$ cat src/rtl/mem_port_arbiter_if.sv
// ============================================================================
// Module   : mem_port_arbiter_if
// Brief    : Fetch, data and memory-side signal bundle for mem_port_arbiter.
// Revision : 1.0 - initial release
// ============================================================================
`default_nettype none

interface mem_port_arbiter_if #(
   parameter int AW = 32,
   parameter int DW = 32
);
   logic          if_req;
   logic [AW-1:0] if_addr;
   logic          flush_if;
   logic          if_valid;
   logic [DW-1:0] if_rdata;
   logic          stall_if;

   logic          dm_req;
   logic          dm_we;
   logic [AW-1:0] dm_addr;
   logic [DW-1:0] dm_wdata;
   logic          dm_valid;
   logic [DW-1:0] dm_rdata;
   logic          stall_dm;

   logic          mem_req;
   logic          mem_we;
   logic [AW-1:0] mem_addr;
   logic [DW-1:0] mem_wdata;
   logic          mem_ready;
   logic [DW-1:0] mem_rdata;

   // Arbiter view
   modport slave (
      input  if_req, if_addr, flush_if, dm_req, dm_we, dm_addr, dm_wdata,
             mem_ready, mem_rdata,
      output if_valid, if_rdata, stall_if, dm_valid, dm_rdata, stall_dm,
             mem_req, mem_we, mem_addr, mem_wdata
   );

   // Pipeline plus memory view
   modport master (
      output if_req, if_addr, flush_if, dm_req, dm_we, dm_addr, dm_wdata,
             mem_ready, mem_rdata,
      input  if_valid, if_rdata, stall_if, dm_valid, dm_rdata, stall_dm,
             mem_req, mem_we, mem_addr, mem_wdata
   );
endinterface

`default_nettype wire

$ cat src/rtl/mem_port_arbiter.sv
// ============================================================================
// Module   : mem_port_arbiter
// Brief    : Shares one single-port memory between fetch and data ports.
// Revision : 1.0 - initial release
// ============================================================================
`default_nettype none

module mem_port_arbiter #(
   parameter int AW            = 32,
   parameter int DW            = 32,
   parameter int MAX_DM_STREAK = 4
) (
   input  logic                clk,
   input  logic                rst_n,
   mem_port_arbiter_if.slave   bus
);
   localparam int                    c_STREAK_W   = $clog2(MAX_DM_STREAK + 1);
   localparam logic [c_STREAK_W-1:0] c_STREAK_MAX = c_STREAK_W'(MAX_DM_STREAK);

   typedef enum logic [1:0] {
      IDLE    = 2'd0,
      BUSY_IF = 2'd1,
      BUSY_DM = 2'd2
   } state_t;

   state_t                r_state, w_nextState;
   logic [c_STREAK_W-1:0] r_streak, w_nextStreak;
   logic                  r_kill, w_nextKill;
   logic [AW-1:0]         r_addr;
   logic                  r_we;
   logic [DW-1:0]         r_wdata;
   logic [DW-1:0]         r_ifRdata;
   logic [DW-1:0]         r_dmRdata;

   logic w_ifPend, w_grantDm, w_grantIf, w_ifValid, w_dmValid;

   // A fetch being flushed this cycle is not a candidate for the grant
   assign w_ifPend  = bus.if_req && !bus.flush_if;
   assign w_grantDm = (r_state == IDLE) && bus.dm_req &&
                      (!w_ifPend || (r_streak < c_STREAK_MAX));
   assign w_grantIf = (r_state == IDLE) && w_ifPend && !w_grantDm;
   assign w_ifValid = (r_state == BUSY_IF) && bus.mem_ready && !r_kill && !bus.flush_if;
   assign w_dmValid = (r_state == BUSY_DM) && bus.mem_ready;

   always_comb begin
      w_nextState  = r_state;
      w_nextStreak = r_streak;
      w_nextKill   = r_kill;
      case (r_state)
         IDLE: begin
            w_nextKill = 1'b0;
            if (w_grantDm) begin
               w_nextState = BUSY_DM;
               if (!w_ifPend)
                  w_nextStreak = '0;
               else if (r_streak != c_STREAK_MAX)
                  w_nextStreak = r_streak + 1'b1;
            end else if (w_grantIf) begin
               w_nextState  = BUSY_IF;
               w_nextStreak = '0;
            end
         end
         BUSY_IF: begin
            if (bus.mem_ready) begin
               w_nextState = IDLE;
               w_nextKill  = 1'b0;
            end else if (bus.flush_if) begin
               w_nextKill = 1'b1;
            end
         end
         BUSY_DM: begin
            if (bus.mem_ready)
               w_nextState = IDLE;
         end
         default: begin
            w_nextState = IDLE;
            w_nextKill  = 1'b0;
         end
      endcase
   end

   always_ff @(posedge clk or negedge rst_n) begin
      if (!rst_n) begin
         r_state   <= IDLE;
         r_streak  <= '0;
         r_kill    <= 1'b0;
         r_addr    <= '0;
         r_we      <= 1'b0;
         r_wdata   <= '0;
         r_ifRdata <= '0;
         r_dmRdata <= '0;
      end else begin
         r_state  <= w_nextState;
         r_streak <= w_nextStreak;
         r_kill   <= w_nextKill;
         if (w_grantDm) begin
            r_addr  <= bus.dm_addr;
            r_we    <= bus.dm_we;
            r_wdata <= bus.dm_wdata;
         end else if (w_grantIf) begin
            r_addr <= bus.if_addr;
         end
         if (w_ifValid)
            r_ifRdata <= bus.mem_rdata;
         if (w_dmValid && !r_we)
            r_dmRdata <= bus.mem_rdata;
      end
   end

   // Memory side is driven purely from the latches while an access is open
   assign bus.mem_req   = (r_state != IDLE);
   assign bus.mem_we    = (r_state == BUSY_DM) && r_we;
   assign bus.mem_addr  = r_addr;
   assign bus.mem_wdata = r_wdata;

   assign bus.if_valid  = w_ifValid;
   assign bus.if_rdata  = w_ifValid ? bus.mem_rdata : r_ifRdata;
   assign bus.stall_if  = bus.if_req && !w_ifValid && !bus.flush_if;

   assign bus.dm_valid  = w_dmValid;
   assign bus.dm_rdata  = (w_dmValid && !r_we) ? bus.mem_rdata : r_dmRdata;
   assign bus.stall_dm  = bus.dm_req && !w_dmValid;
endmodule

`default_nettype wire

$ cat src/flat_wrapper.sv
// flat-port wrapper written by rule: the top's interface ports become plain ports
module mem_port_arbiter_flat 
#(
   parameter int AW            = 32,
   parameter int DW            = 32,
   parameter int MAX_DM_STREAK = 4
)
  (clk, rst_n, bus_if_req, bus_if_addr, bus_flush_if, bus_dm_req, bus_dm_we, bus_dm_addr, bus_dm_wdata, bus_mem_ready, bus_mem_rdata, bus_if_valid, bus_if_rdata, bus_stall_if, bus_dm_valid, bus_dm_rdata, bus_stall_dm, bus_mem_req, bus_mem_we, bus_mem_addr, bus_mem_wdata);
  mem_port_arbiter_if #(.AW(AW), .DW(DW)) bus_i ();
  input  logic clk;
  input  logic rst_n;
  input wire logic [$bits(bus_i.if_req)-1:0] bus_if_req;
  input wire logic [$bits(bus_i.if_addr)-1:0] bus_if_addr;
  input wire logic [$bits(bus_i.flush_if)-1:0] bus_flush_if;
  input wire logic [$bits(bus_i.dm_req)-1:0] bus_dm_req;
  input wire logic [$bits(bus_i.dm_we)-1:0] bus_dm_we;
  input wire logic [$bits(bus_i.dm_addr)-1:0] bus_dm_addr;
  input wire logic [$bits(bus_i.dm_wdata)-1:0] bus_dm_wdata;
  input wire logic [$bits(bus_i.mem_ready)-1:0] bus_mem_ready;
  input wire logic [$bits(bus_i.mem_rdata)-1:0] bus_mem_rdata;
  output wire logic [$bits(bus_i.if_valid)-1:0] bus_if_valid;
  output wire logic [$bits(bus_i.if_rdata)-1:0] bus_if_rdata;
  output wire logic [$bits(bus_i.stall_if)-1:0] bus_stall_if;
  output wire logic [$bits(bus_i.dm_valid)-1:0] bus_dm_valid;
  output wire logic [$bits(bus_i.dm_rdata)-1:0] bus_dm_rdata;
  output wire logic [$bits(bus_i.stall_dm)-1:0] bus_stall_dm;
  output wire logic [$bits(bus_i.mem_req)-1:0] bus_mem_req;
  output wire logic [$bits(bus_i.mem_we)-1:0] bus_mem_we;
  output wire logic [$bits(bus_i.mem_addr)-1:0] bus_mem_addr;
  output wire logic [$bits(bus_i.mem_wdata)-1:0] bus_mem_wdata;
  assign bus_i.if_req = bus_if_req;
  assign bus_i.if_addr = bus_if_addr;
  assign bus_i.flush_if = bus_flush_if;
  assign bus_i.dm_req = bus_dm_req;
  assign bus_i.dm_we = bus_dm_we;
  assign bus_i.dm_addr = bus_dm_addr;
  assign bus_i.dm_wdata = bus_dm_wdata;
  assign bus_i.mem_ready = bus_mem_ready;
  assign bus_i.mem_rdata = bus_mem_rdata;
  assign bus_if_valid = bus_i.if_valid;
  assign bus_if_rdata = bus_i.if_rdata;
  assign bus_stall_if = bus_i.stall_if;
  assign bus_dm_valid = bus_i.dm_valid;
  assign bus_dm_rdata = bus_i.dm_rdata;
  assign bus_stall_dm = bus_i.stall_dm;
  assign bus_mem_req = bus_i.mem_req;
  assign bus_mem_we = bus_i.mem_we;
  assign bus_mem_addr = bus_i.mem_addr;
  assign bus_mem_wdata = bus_i.mem_wdata;
  mem_port_arbiter #(.AW(AW), .DW(DW), .MAX_DM_STREAK(MAX_DM_STREAK)) u_core (.clk(clk), .rst_n(rst_n), .bus(bus_i));
endmodule
$ cat config.mk
export PLATFORM = sky130hd
export DESIGN_NAME = mem_port_arbiter_flat
export DESIGN_NICKNAME = d
export VERILOG_FILES = /design/src/rtl/mem_port_arbiter_if.sv /design/src/rtl/mem_port_arbiter.sv /design/src/flat_wrapper.sv
export SDC_FILE = /design/constraint.sdc
export NUM_CORES = 1
export LEC_CHECK = 0
export ABC_AREA = 0
export ABC_CLOCK_PERIOD_IN_PS = 5540
export BUFFER_PORTS_ARGS = -buffer_cell sky130_fd_sc_hd__buf_2
export CAP_MARGIN = 15
export CORE_ASPECT_RATIO = 0.6
export CORE_UTILIZATION = 51
export DETAILED_ROUTE_END_ITERATION = 8
export GPL_TIMING_DRIVEN = 0
export HOLD_SLACK_MARGIN = 0.1
export MAX_ROUTING_LAYER = met4
export PLACE_DENSITY = 0.85
export SYNTH_ARGS = -nofsm -noshare
export SYNTH_HDL_FRONTEND = slang
export SYNTH_SLANG_ARGS = --single-unit
$ cat constraint.sdc
create_clock -name clk -period 5.54 [get_ports clk]
set_clock_uncertainty 0.2 [all_clocks]
set_input_delay 1.108 -clock clk [delete_from_list [all_inputs] [get_ports clk]]
set_output_delay 1.108 -clock clk [all_outputs]
set_load 0.01 [all_outputs]
==> impl_metrics.csv <==
group,metric,value,unit
outcome,status,"finished clean",
cts,cts_tree,"done",
die,num_rows,30,
critical_path,crit_path_top_delay_cell,"mux2_2",
cts,cts.sinks,135,
global_route,antenna_found_initial,0,
power_and_ir_drop,total_power,0.00508,W
finish,n_antenna_cell,0,
critical_path,cp-start-kind,"input pin",
yosys,yosys.area.top_type,"dfrtp_1",
finish,multi_input_area,2410,µm²
hold_path,hold_path.class,"flip-flop to flip-flop",
drt,first_pass_iters,4,
placed_design,dp_hpwl,10800,µm
timing,finalSetupViolCount,0,
critical_path,worst-setup-path-type,"input pin to output port",
timing,setup-tns-final,0,ns
timing,rsz0062_at_grt,"false",
cts,post_cts_buffers,0,
timing,fmax,256,MHz
finish,drive_gt1_share,72.8,%
yosys,synth_nets,500,
yosys,yosys_warnings,0,
global_route,grt_max_degree,95,
critical_path,cpLargestDelayFamily,"buffers and inverters",
finish,area_growth,36.3,%
power_and_ir_drop,seq_power_share,33.4,%
finish,nets,788,
die,die_area,12200,µm²
cts,clk_pin_slew,0.05,ns
timing,hold_violations,0,
yosys,ys_types,30,
drt,postRouteAntennaNets,0,
power_and_ir_drop,comb_power_share,44.0,%
timing,final.period_utilization,70.5,%
timing,drv_slew,0,
cts,cts_buffer_depth,2,
drt,drt_iter0_markers,115,
drt,wl,14300,µm
critical_path,cp_slowest_stage_delay,0.40,ns
power_and_ir_drop,switching_share,32.1,%
power_and_ir_drop,internal_power,0.00345,W
cts,ctsRootBufferMaster,"clkbuf_16",
drt,vias,4061,
finish,fin_cells,819,
cts,htree_levels,4,
finish,final-seq-area,3380,µm²
power_and_ir_drop,p_per_area,620,nW/µm²
yosys,syn_area_per_cell,16.7,µm²
die,core_area,11400,µm²
global_route,grt_pass1_vias,4452,
global_route,overflow,0,
yosys,synth_seq_cells,135,
placed_design,port_buffers,268,
die,dieWidth,142,µm
yosys,yosys-top-cells-area,"dfrtp_1 (56%), mux2_4 (19%), mux2_2 (15%)",
cts,cts_resized,0,
power_and_ir_drop,power_frac_clock,22.6,%
yosys,syn_inst,359,
power_and_ir_drop,p_switching,0.00163,W
timing,min_period,3.90,ns
critical_path,critPathArrivalTime,2.60,ns
critical_path,end_kind,"output port",
drt,post_drt_wl_per_cell,17.5,µm
critical_path,cp_cell_sequence,"buf_2 -> nand3b_1 -> nor2_2 -> buf_2 -> mux2_2 -> buf_2",
die,initial_core_util,52.8,%
die,io_pins,269,
cts,clock_latency,0.39,ns
cts,cts_hold_buf,0,
placed_design,dpl_cell_area,7580,µm²
finish,final_cell_area,8190,µm²
critical_path,cp_max_fo,10,
die,die_h,86.1,µm
yosys,synth_top_area_share,56.2,%
critical_path,critical_path_buf_inv_count,3,
finish,n_fill_cell,748,
critical_path,crit_top_cell,"buf_2",
yosys,ys_seq_area_share,56.2,%
drt,viasPerCell,4.96,
critical_path,worstPathRequired,4.23,ns
global_route,track_usage,24.8,%
power_and_ir_drop,peakVddDrop,0.000347,V
global_route,grt_first_pass_wirelength,22300,µm
power_and_ir_drop,power_leakage,4.27,nW
timing,relSlewSlack,67.8,%
timing,worst_pin_slew,0.483,ns
placed_design,place.gp.congestion,0.815,
placed_design,dp.cells,788,
cts,cts-buffers-inserted,17,
yosys,synth_area,6010,µm²
drt,drc_errors,0,
job,cap_violations,0,
stage by stage:
stage	setup WS (ns)	hold WS (ns)	util (%)
finish	1.64	0.290	72.0
global route	1.56	0.305	72.0
CTS	1.63	0.294	72.0
detailed placement	1.65	0.282	66.7
global placement	1.46	0.274	66.4
floorplan	2.15	0.278	-
area by class of cell:
class	instances	share of cell area, %
multi-input combinational	200	29.4
inverter	7	0.321
timing repair buffer	269	16.8
tap	160	2.44
buffer	17	2.34
sequential	135	41.3
clock buffer	20	5.58
clock inverter	11	1.82
synthesized netlist by cell type:
cell type,n
a21oi_1,3
nor2_4,1
nand3b_4,1
a22o_1,1
o2111ai_1,1
a41oi_1,1
nand3b_1,1
o22ai_1,1
nand2b_1,4
dfrtp_1,135
buf_12,5
nand2_1,1
buf_6,3
mux2_4,78
nand4b_1,1
o21ai_0,4
nor2b_1,3
buf_8,1
a31oi_1,3
buf_2,6
inv_1,7
nor2_2,1
ha_1,6
and3b_2,1
mux2_1,1
buf_4,1
mux2_2,82
clkbuf_2,1
and2_1,4
o211ai_1,1
cell usage in the layout (no fill, tap or decap), drive strengths merged:
| cell | instances |
|---|---|
| buf | 285 |
| mux2 | 161 |
| dfrtp | 135 |
| clkbuf | 21 |
| inv | 8 |
| clkinv | 7 |
| ha | 6 |
| and2 | 4 |
| nand2b | 4 |
| o21ai | 4 |
| nor2b | 3 |
| a31oi | 3 |
| a21oi | 3 |
| bufinv | 3 |
| nand3b | 2 |
| nor2 | 2 |
| nand2 | 1 |
| and3b | 1 |
| a41oi | 1 |
| o22ai | 1 |
| a22o | 1 |
| nand4b | 1 |
| o2111ai | 1 |
| o211ai | 1 |
layer usage:
layer / vias to the layer above / share of wire (%) / track usage, %
li1: 1854 / - / -
met1: 2026 / 42 / 29.1
met2: 165 / 51 / 41.7
met3: 16 / 5.5 / 6.09
met4: 0 / 1.4 / 8.80
met5: - / 0 / -
cell families (layout without fill, tap and decap cells):
logic type	count (synthesis)	count (layout)	synth area share, %
and+or+nand+nor	18	18	2.27
adders and majority gates	6	6	1.25
muxes	161	161	35.1
DFF	135	135	56.2
AOI/OAI and AO/OA	15	15	1.56
buffers and inverters	24	324	3.62
final timing paths:
check	from	end	slack (ns)	depth (start not counted)
setup / recovery	bus_mem_ready	bus_if_rdata[10]	1.64	6
hold / removal	u_core.r_dmRdata[17]$_DFF_PN0_	u_core.r_dmRdata[17]$_DFF_PN0_	0.29	1
setup reg to reg	u_core.r_state[1]$_DFFE_PN0P_	u_core.r_ifRdata[10]$_DFF_PN0_	3.25	6
hold reg to reg	u_core.r_dmRdata[17]$_DFF_PN0_	u_core.r_dmRdata[17]$_DFF_PN0_	0.29	1
max in group asynchronous	rst_n	u_core.r_ifRdata[22]$_DFF_PN0_	3.93	2
min in group asynchronous	rst_n	u_core.bus.mem_wdata[20]$_DFFE_PN0N_	0.42	1
sequential cells by signal (all words and copies together), names as in the netlist:
signal,flops
u_core.bus.mem_addr,32
u_core.r_we,1
u_core.r_dmRdata,32
u_core.r_ifRdata,32
u_core.r_streak,3
u_core.bus.mem_wdata,32
u_core.r_state,2
u_core.r_kill,1
power groups by stage:
stage / clock network, W / registers (W) / logic, W
floorplan: 0 / 0.00177 / 0.00136
global placement: 0 / 0.00167 / 0.00217
finish: 0.00115 / 0.00169 / 0.00223
CTS: 0.00117 / 0.00170 / 0.00226
detailed placement: 0 / 0.00170 / 0.00225
global route: 0.00121 / 0.00175 / 0.00239
Note: power is estimated with default switching activity, not from simulation.
